===== src/rtl/sync_fifo_param.sv =====
// Parametrised single-clock FIFO with fill level, almost flags, sticky error flags
// and a selectable registered or show-ahead read port.
module sync_fifo_param #(
  parameter int DATA_WIDTH         = 16,
  parameter int LOG2_DEPTH         = 3,
  parameter int SHOWAHEAD          = 0,
  parameter int ALMOST_FULL_LEVEL  = 6,
  parameter int ALMOST_EMPTY_LEVEL = 1
) (
  input  logic                  clock,
  input  logic                  reset_n,
  input  logic                  clear,
  input  logic                  write,
  input  logic [DATA_WIDTH-1:0] data_in,
  input  logic                  read,
  output logic [DATA_WIDTH-1:0] data_out,
  output logic                  full,
  output logic                  empty,
  output logic                  almost_full,
  output logic                  almost_empty,
  output logic [LOG2_DEPTH:0]   level,
  output logic                  overflow,
  output logic                  underflow
);

  localparam int DEPTH = 1 << LOG2_DEPTH;
  localparam int PW    = LOG2_DEPTH + 1;
  localparam logic [PW-1:0] AF_LVL = PW'(ALMOST_FULL_LEVEL);
  localparam logic [PW-1:0] AE_LVL = PW'(ALMOST_EMPTY_LEVEL);

  logic [DATA_WIDTH-1:0] mem_q [DEPTH];
  logic [PW-1:0]         wptr_q, wptr_d;
  logic [PW-1:0]         rptr_q, rptr_d;
  logic                  ovf_q, ovf_d;
  logic                  udf_q, udf_d;
  logic                  wr_accept;
  logic                  rd_accept;
  logic [DATA_WIDTH-1:0] rd_data;

  // Status flags derive only from registered pointers; the extra pointer bit separates full from empty
  always_comb begin
    level        = wptr_q - rptr_q;
    empty        = (wptr_q == rptr_q);
    full         = (wptr_q[LOG2_DEPTH] != rptr_q[LOG2_DEPTH]) &&
                   (wptr_q[LOG2_DEPTH-1:0] == rptr_q[LOG2_DEPTH-1:0]);
    almost_full  = (level >= AF_LVL);
    almost_empty = (level <= AE_LVL);
    wr_accept    = write & ~full;
    rd_accept    = read & ~empty;
    rd_data      = mem_q[rptr_q[LOG2_DEPTH-1:0]];
    overflow     = ovf_q;
    underflow    = udf_q;
  end

  // Next-state for pointers and sticky error flags; clear wins over any request
  always_comb begin
    wptr_d = wptr_q;
    rptr_d = rptr_q;
    ovf_d  = ovf_q;
    udf_d  = udf_q;
    if (clear) begin
      wptr_d = {PW{1'b0}};
      rptr_d = {PW{1'b0}};
      ovf_d  = 1'b0;
      udf_d  = 1'b0;
    end else begin
      if (wr_accept) wptr_d = wptr_q + PW'(1);
      else           wptr_d = wptr_q;
      if (rd_accept) rptr_d = rptr_q + PW'(1);
      else           rptr_d = rptr_q;
      ovf_d = ovf_q | (write & full);
      udf_d = udf_q | (read & empty);
    end
  end

  // Pointer and flag state
  always_ff @(posedge clock or negedge reset_n) begin
    if (!reset_n) begin
      wptr_q <= {PW{1'b0}};
      rptr_q <= {PW{1'b0}};
      ovf_q  <= 1'b0;
      udf_q  <= 1'b0;
    end else begin
      wptr_q <= wptr_d;
      rptr_q <= rptr_d;
      ovf_q  <= ovf_d;
      udf_q  <= udf_d;
    end
  end

  // Storage array is intentionally not reset; a write coinciding with clear is dropped
  always_ff @(posedge clock) begin
    if (wr_accept && !clear) mem_q[wptr_q[LOG2_DEPTH-1:0]] <= data_in;
  end

  if (SHOWAHEAD != 0) begin : g_showahead
    assign data_out = rd_data;
  end else begin : g_registered
    logic [DATA_WIDTH-1:0] dout_q;

    // Registered read port holds its value unless a read is accepted
    always_ff @(posedge clock or negedge reset_n) begin
      if (!reset_n)                dout_q <= {DATA_WIDTH{1'b0}};
      else if (rd_accept && !clear) dout_q <= rd_data;
    end

    assign data_out = dout_q;
  end

endmodule


===== config.mk =====
export PLATFORM = sky130hd
export DESIGN_NAME = sync_fifo_param
export DESIGN_NICKNAME = d
export VERILOG_FILES = /design/src/rtl/sync_fifo_param.sv
export SDC_FILE = /design/constraint.sdc
export NUM_CORES = 1
export LEC_CHECK = 0
export CELL_PAD_IN_SITES_DETAIL_PLACEMENT = 0
export CELL_PAD_IN_SITES_GLOBAL_PLACEMENT = 1
export CORE_MARGIN = 1
export CORE_UTILIZATION = 49
export DETAILED_ROUTE_END_ITERATION = 16
export PLACE_DENSITY = 0.84
export SLEW_MARGIN = 10
export SYNTH_ARGS = -nofsm -noshare
export SYNTH_HDL_FRONTEND = slang
export SYNTH_SLANG_ARGS = --single-unit

===== constraint.sdc =====
create_clock -name clock -period 6 [get_ports clock]
set_input_delay 0.6 -clock clock [delete_from_list [all_inputs] [get_ports clock]]
set_output_delay 0.6 -clock clock [all_outputs]
set_load 0.1 [all_outputs]

# Word-level counts from Yosys, hierarchy flattened
# Memories as Yosys holds them, arrays and structs flattened. A register that Yosys moved wholly into a read port is not among the register bits.
# Index checks and enable logic that the tools add are counted.
# classes
magnitude_cmp	2
mux	8
bitwise_logic	8
eq_ne	3
n_reduce_logical	7
addsub	3
# op_table
op	count
two-way mux 4 bit	4
adder 4 x 1 -> 4 bit (second input constant)	2
AND 1 bit	4
equality test 4 bit	1
greater-or-equal comparator 4 x 3 -> 1 bit (second input constant)	1
less-or-equal comparator 4 x 1 -> 1 bit (second input constant)	1
two-way mux 1 bit	4
nonzero test 2 bit	2
subtractor 4 bit	1
equality test 3 bit	1
logical AND 1 bit	3
logical NOT 1 bit	2
NOT 1 bit	2
OR 1 bit	2
inequality test 1 bit	1
# totals
output_inout_bits	26
ff_bits	10
mem_bits_rw	128
memories	1
# mem_list
name	depth	width	rd	rd_ports_with_merged_regs	wr	line_no	text
mem_q	8	16	1	1	1	31	logic [DATA_WIDTH-1:0] mem_q [DEPTH];

# Logic depth before layout (Yosys ltp)
# depth
depth_word	7
mapped_depth	9
mapped_depth_nobuf	6

# Worst setup path before layout
# No wires, ideal clock.
# synth_timing
path_kind	reg2out
start	register rptr_q[2]
end	output almost_full
required_time_ns	5.400
t_arrival_ns	3.916
slack_ns	1.484
path_stages_with_launch	7
cell_sequence	dfrtp_1 clkbuf_1 inv_1 ha_1 xnor2_1 nand2_1 o21ai_0
# synth_between
elab_chain_cells	2
# synth_lines
item	line_no	text
start: declaration	33	logic [PW-1:0] rptr_q, rptr_d;
start signal: assignment	80	rptr_q <= {PW{1'b0}};
start signal: assignment	85	rptr_q <= rptr_d;
subtractor 4 bit	42	level = wptr_q - rptr_q;
via level[2]	21	output logic [LOG2_DEPTH:0] level,
greater-or-equal comparator 4 x 3 -> 1 bit	46	almost_full = (level >= AF_LVL);
end: declaration	19	output logic almost_full,
# The timed path passes the listed nets, and every way through them passes these cells.

# Final worst setup path
# layout_timing
start	register rptr_q[2]
end	output empty
# layout_between
elab_chain_cells	1
# layout_lines
item	line_no	text
equality test 4 bit	43	empty = (wptr_q == rptr_q);
end: declaration	18	output logic empty,
# No other way between the ends.

==> run summary <==
Die Span Y: 112.9 microns
gpl congestion: 0.7872
most common library cells after synthesis: edfxtp_1 (128), mux4_2 (32), dfrtp_1 (26)
CP Class: reg2out
Synth Flop Type: edfxtp_1
# resized after CTS: 0
worst slew pin tran: 1116 ps
Hold Crit Class: reg2reg
Leak: 2.481 nW
YS warnings: 0
via count: 3007
worst-skew pair later-pin latency: 420 ps
vias in the first global route: 3086
XOR/XNOR Fraction of Synth Area: 0.01411
status: finished, final reports clean
Longest Clk Path Bufs: 2
register-to-register setup slack: 2060 ps
pwr/cell area: 467.8 mW/mm^2
Setup Fix Bufs, Post-CTS: 0
max-slew violation count: 0
Seq/Total Area, Yosys: 0.7452
residual DRC count: 0
top cell type's share of synthesized area: 0.6373
router iterations before antenna repair: 4
post-DP HPWL: 6981 microns
minimum clock period: 4352 ps
post-synthesis instance total: 319
Wirelength per Cell: 20.70 microns
# hold bufs at CTS: 0
post-synthesis cell type count: 30
post-synthesis compound-gate area fraction: 0.02759
final hold viol count: 0
Vias/cell: 5.548
post-synth top area cell: edfxtp_1
post-layout util: 0.6098
Post-Syn Area: 0.006031 sq mm
final wirelength: 11220 microns
remaining antenna violation count after routing: 0
CP max FO: 18
initial antenna violation count: 0
Max rail drop VDD: 0.3359 mV
# diodes: 0
initial drt markers: 159
CTS tree: done
slew margin rel.: 0.2561
largest family of logic cells by synthesized area: multiplexers
mux cell area share after synthesis: 0.1494
Die Width: 112.9 microns
NumNets Final: 409
FF+latch count, synth: 154
total grt overflow: 0
number of synthesized flops with an enable pin: 128
Mapped Nets: 346
Post-Synth Simple-Gate Area: 0.03444
die area: 0.01276 sq mm
I/O pin count: 47
maxcap violations: 0
GRT Overall Usage: 0.1983
CP Capture Type: output port
clock root buffer: clkbuf_16
setup TNS: 0 ps
CORE AREA: 0.01201 sq mm
CTS H-tree depth: 4
Synth area leaders: edfxtp_1 (64%), mux4_2 (12%), dfrtp_1 (11%), mux2i_1 (3.0%), o21ai_0 (1.6%)
post-synthesis adder-cell area fraction: 0.01369
share of cells above drive strength 1: 0.2051
Avg Cell Area, Syn: 18.91 sq um
# port buffers: 46
endpoints failing setup: 0
final period utilization: 0.7253
clock sink count: 154
post-synthesis async set-or-reset flop share: 0.1688
RSZ-0062 raised after global routing: false
Tot Pwr: 3.426 mW
CP Launch Type: register
first-pass GRT wire length: 17960 microns
Worst Clk Skew: 7.913 ps
hold_ws: 476.4 ps
Clk pin slew, worst setup/hold paths: 60 ps
Rows: 40
CTS buffer count: 17
most common cell in the netlist: edfxtp_1
Worst EP arrival: 3750 ps
Starting Density: 0.5021
fillers: 889
Area growth syn-to-layout: 21.45%
Crit path required time: 5400 ps
fmax: 229.8 MHz
largest net degree at the start of global routing: 36
-- metrics by stage --
stage	instances	setup slack, ps	instance area, sq um
6_report	542	1648	7325
5_1_grt	542	1442	7325
4_1_cts	542	1611	7325
3_5_place_dp	510	2032	6713
3_3_place_gp	510	2159	6713
2_1_floorplan	319	1484	6031
-- final timing paths --
check                      cells after the start        start           end
max in group asynchronous                      2      reset_n     rptr_q[0]
min reg2reg                                    2  data_out[0]   data_out[0]
max reg2reg                                    7    rptr_q[2]  mem_q[6][14]
max                                            5    rptr_q[2]         empty
min in group asynchronous                      2      reset_n     wptr_q[2]
min                                            2  data_out[0]   data_out[0]
-- worst max-delay path, stage by stage, from the launching register on --
cell and delay [ps]:
dfrtp_1 1080, inv_1 200, ha_1 390, nand3_1 280, nor2_1 230, clkdlybuf4s50_1 1160
-- layer usage --
metal,global-route usage,routed length (microns),vias up
met5,0,0,-
met4,0.07281,130,0
met3,0.04874,633,15
li1,-,-,1373
met2,0.3210,5693,90
met1,0.2649,4762,1529
-- cell usage in the layout (no fill, tap or decap), drive strengths merged --
cell type	n
xnor2	4
clkdlybuf4s50	46
inv	11
nor2b	1
nand2b	1
clkinv	4
nand2	19
clkbuf	20
clkinvlp	2
a21oi	4
nand3	2
buf	12
mux4	32
mux2i	18
nor3	2
dfrtp	26
o21a	1
ha	5
edfxtp	128
or3	3
bufinv	3
o211ai	4
xor2	4
o21ai	21
nor2	19
fa	1
and3	2
-- sequential cells by signal, summed over array words and instances, names as in the netlist --
signal,count
wptr_q,4
data_out,16
overflow,1
underflow,1
rptr_q,4
mem_q,128
-- cells by family (layout without fill, tap and decap cells) --
kind of cell / Yosys count / after routing
fa+ha+maj: 6 / 6
simple gates: 49 / 49
compound gates: 30 / 30
flops: 154 / 154
xor+xnor: 8 / 8
mux: 50 / 50
buf+inv: 22 / 98
-- power breakdown --
group          switching [mW]  internal [mW]
clock network           0.420          0.671
registers              0.0398           1.23
logic                   0.781          0.281
-- layout make-up --
| cell class | count | area (sq um) | area share |
|---|---|---|---|
| flip-flops and latches | 154 | 4496 | 0.6138 |
| repair buffers | 58 | 550.5 | 0.07516 |
| clock inverters | 12 | 165.2 | 0.02255 |
| inverters | 8 | 30.03 | 0.004100 |
| multi-input cells | 143 | 1453 | 0.1983 |
| well taps | 147 | 183.9 | 0.02511 |
| clock buffers | 20 | 446.7 | 0.06098 |
Note: power is estimated with default switching activity, not from simulation.
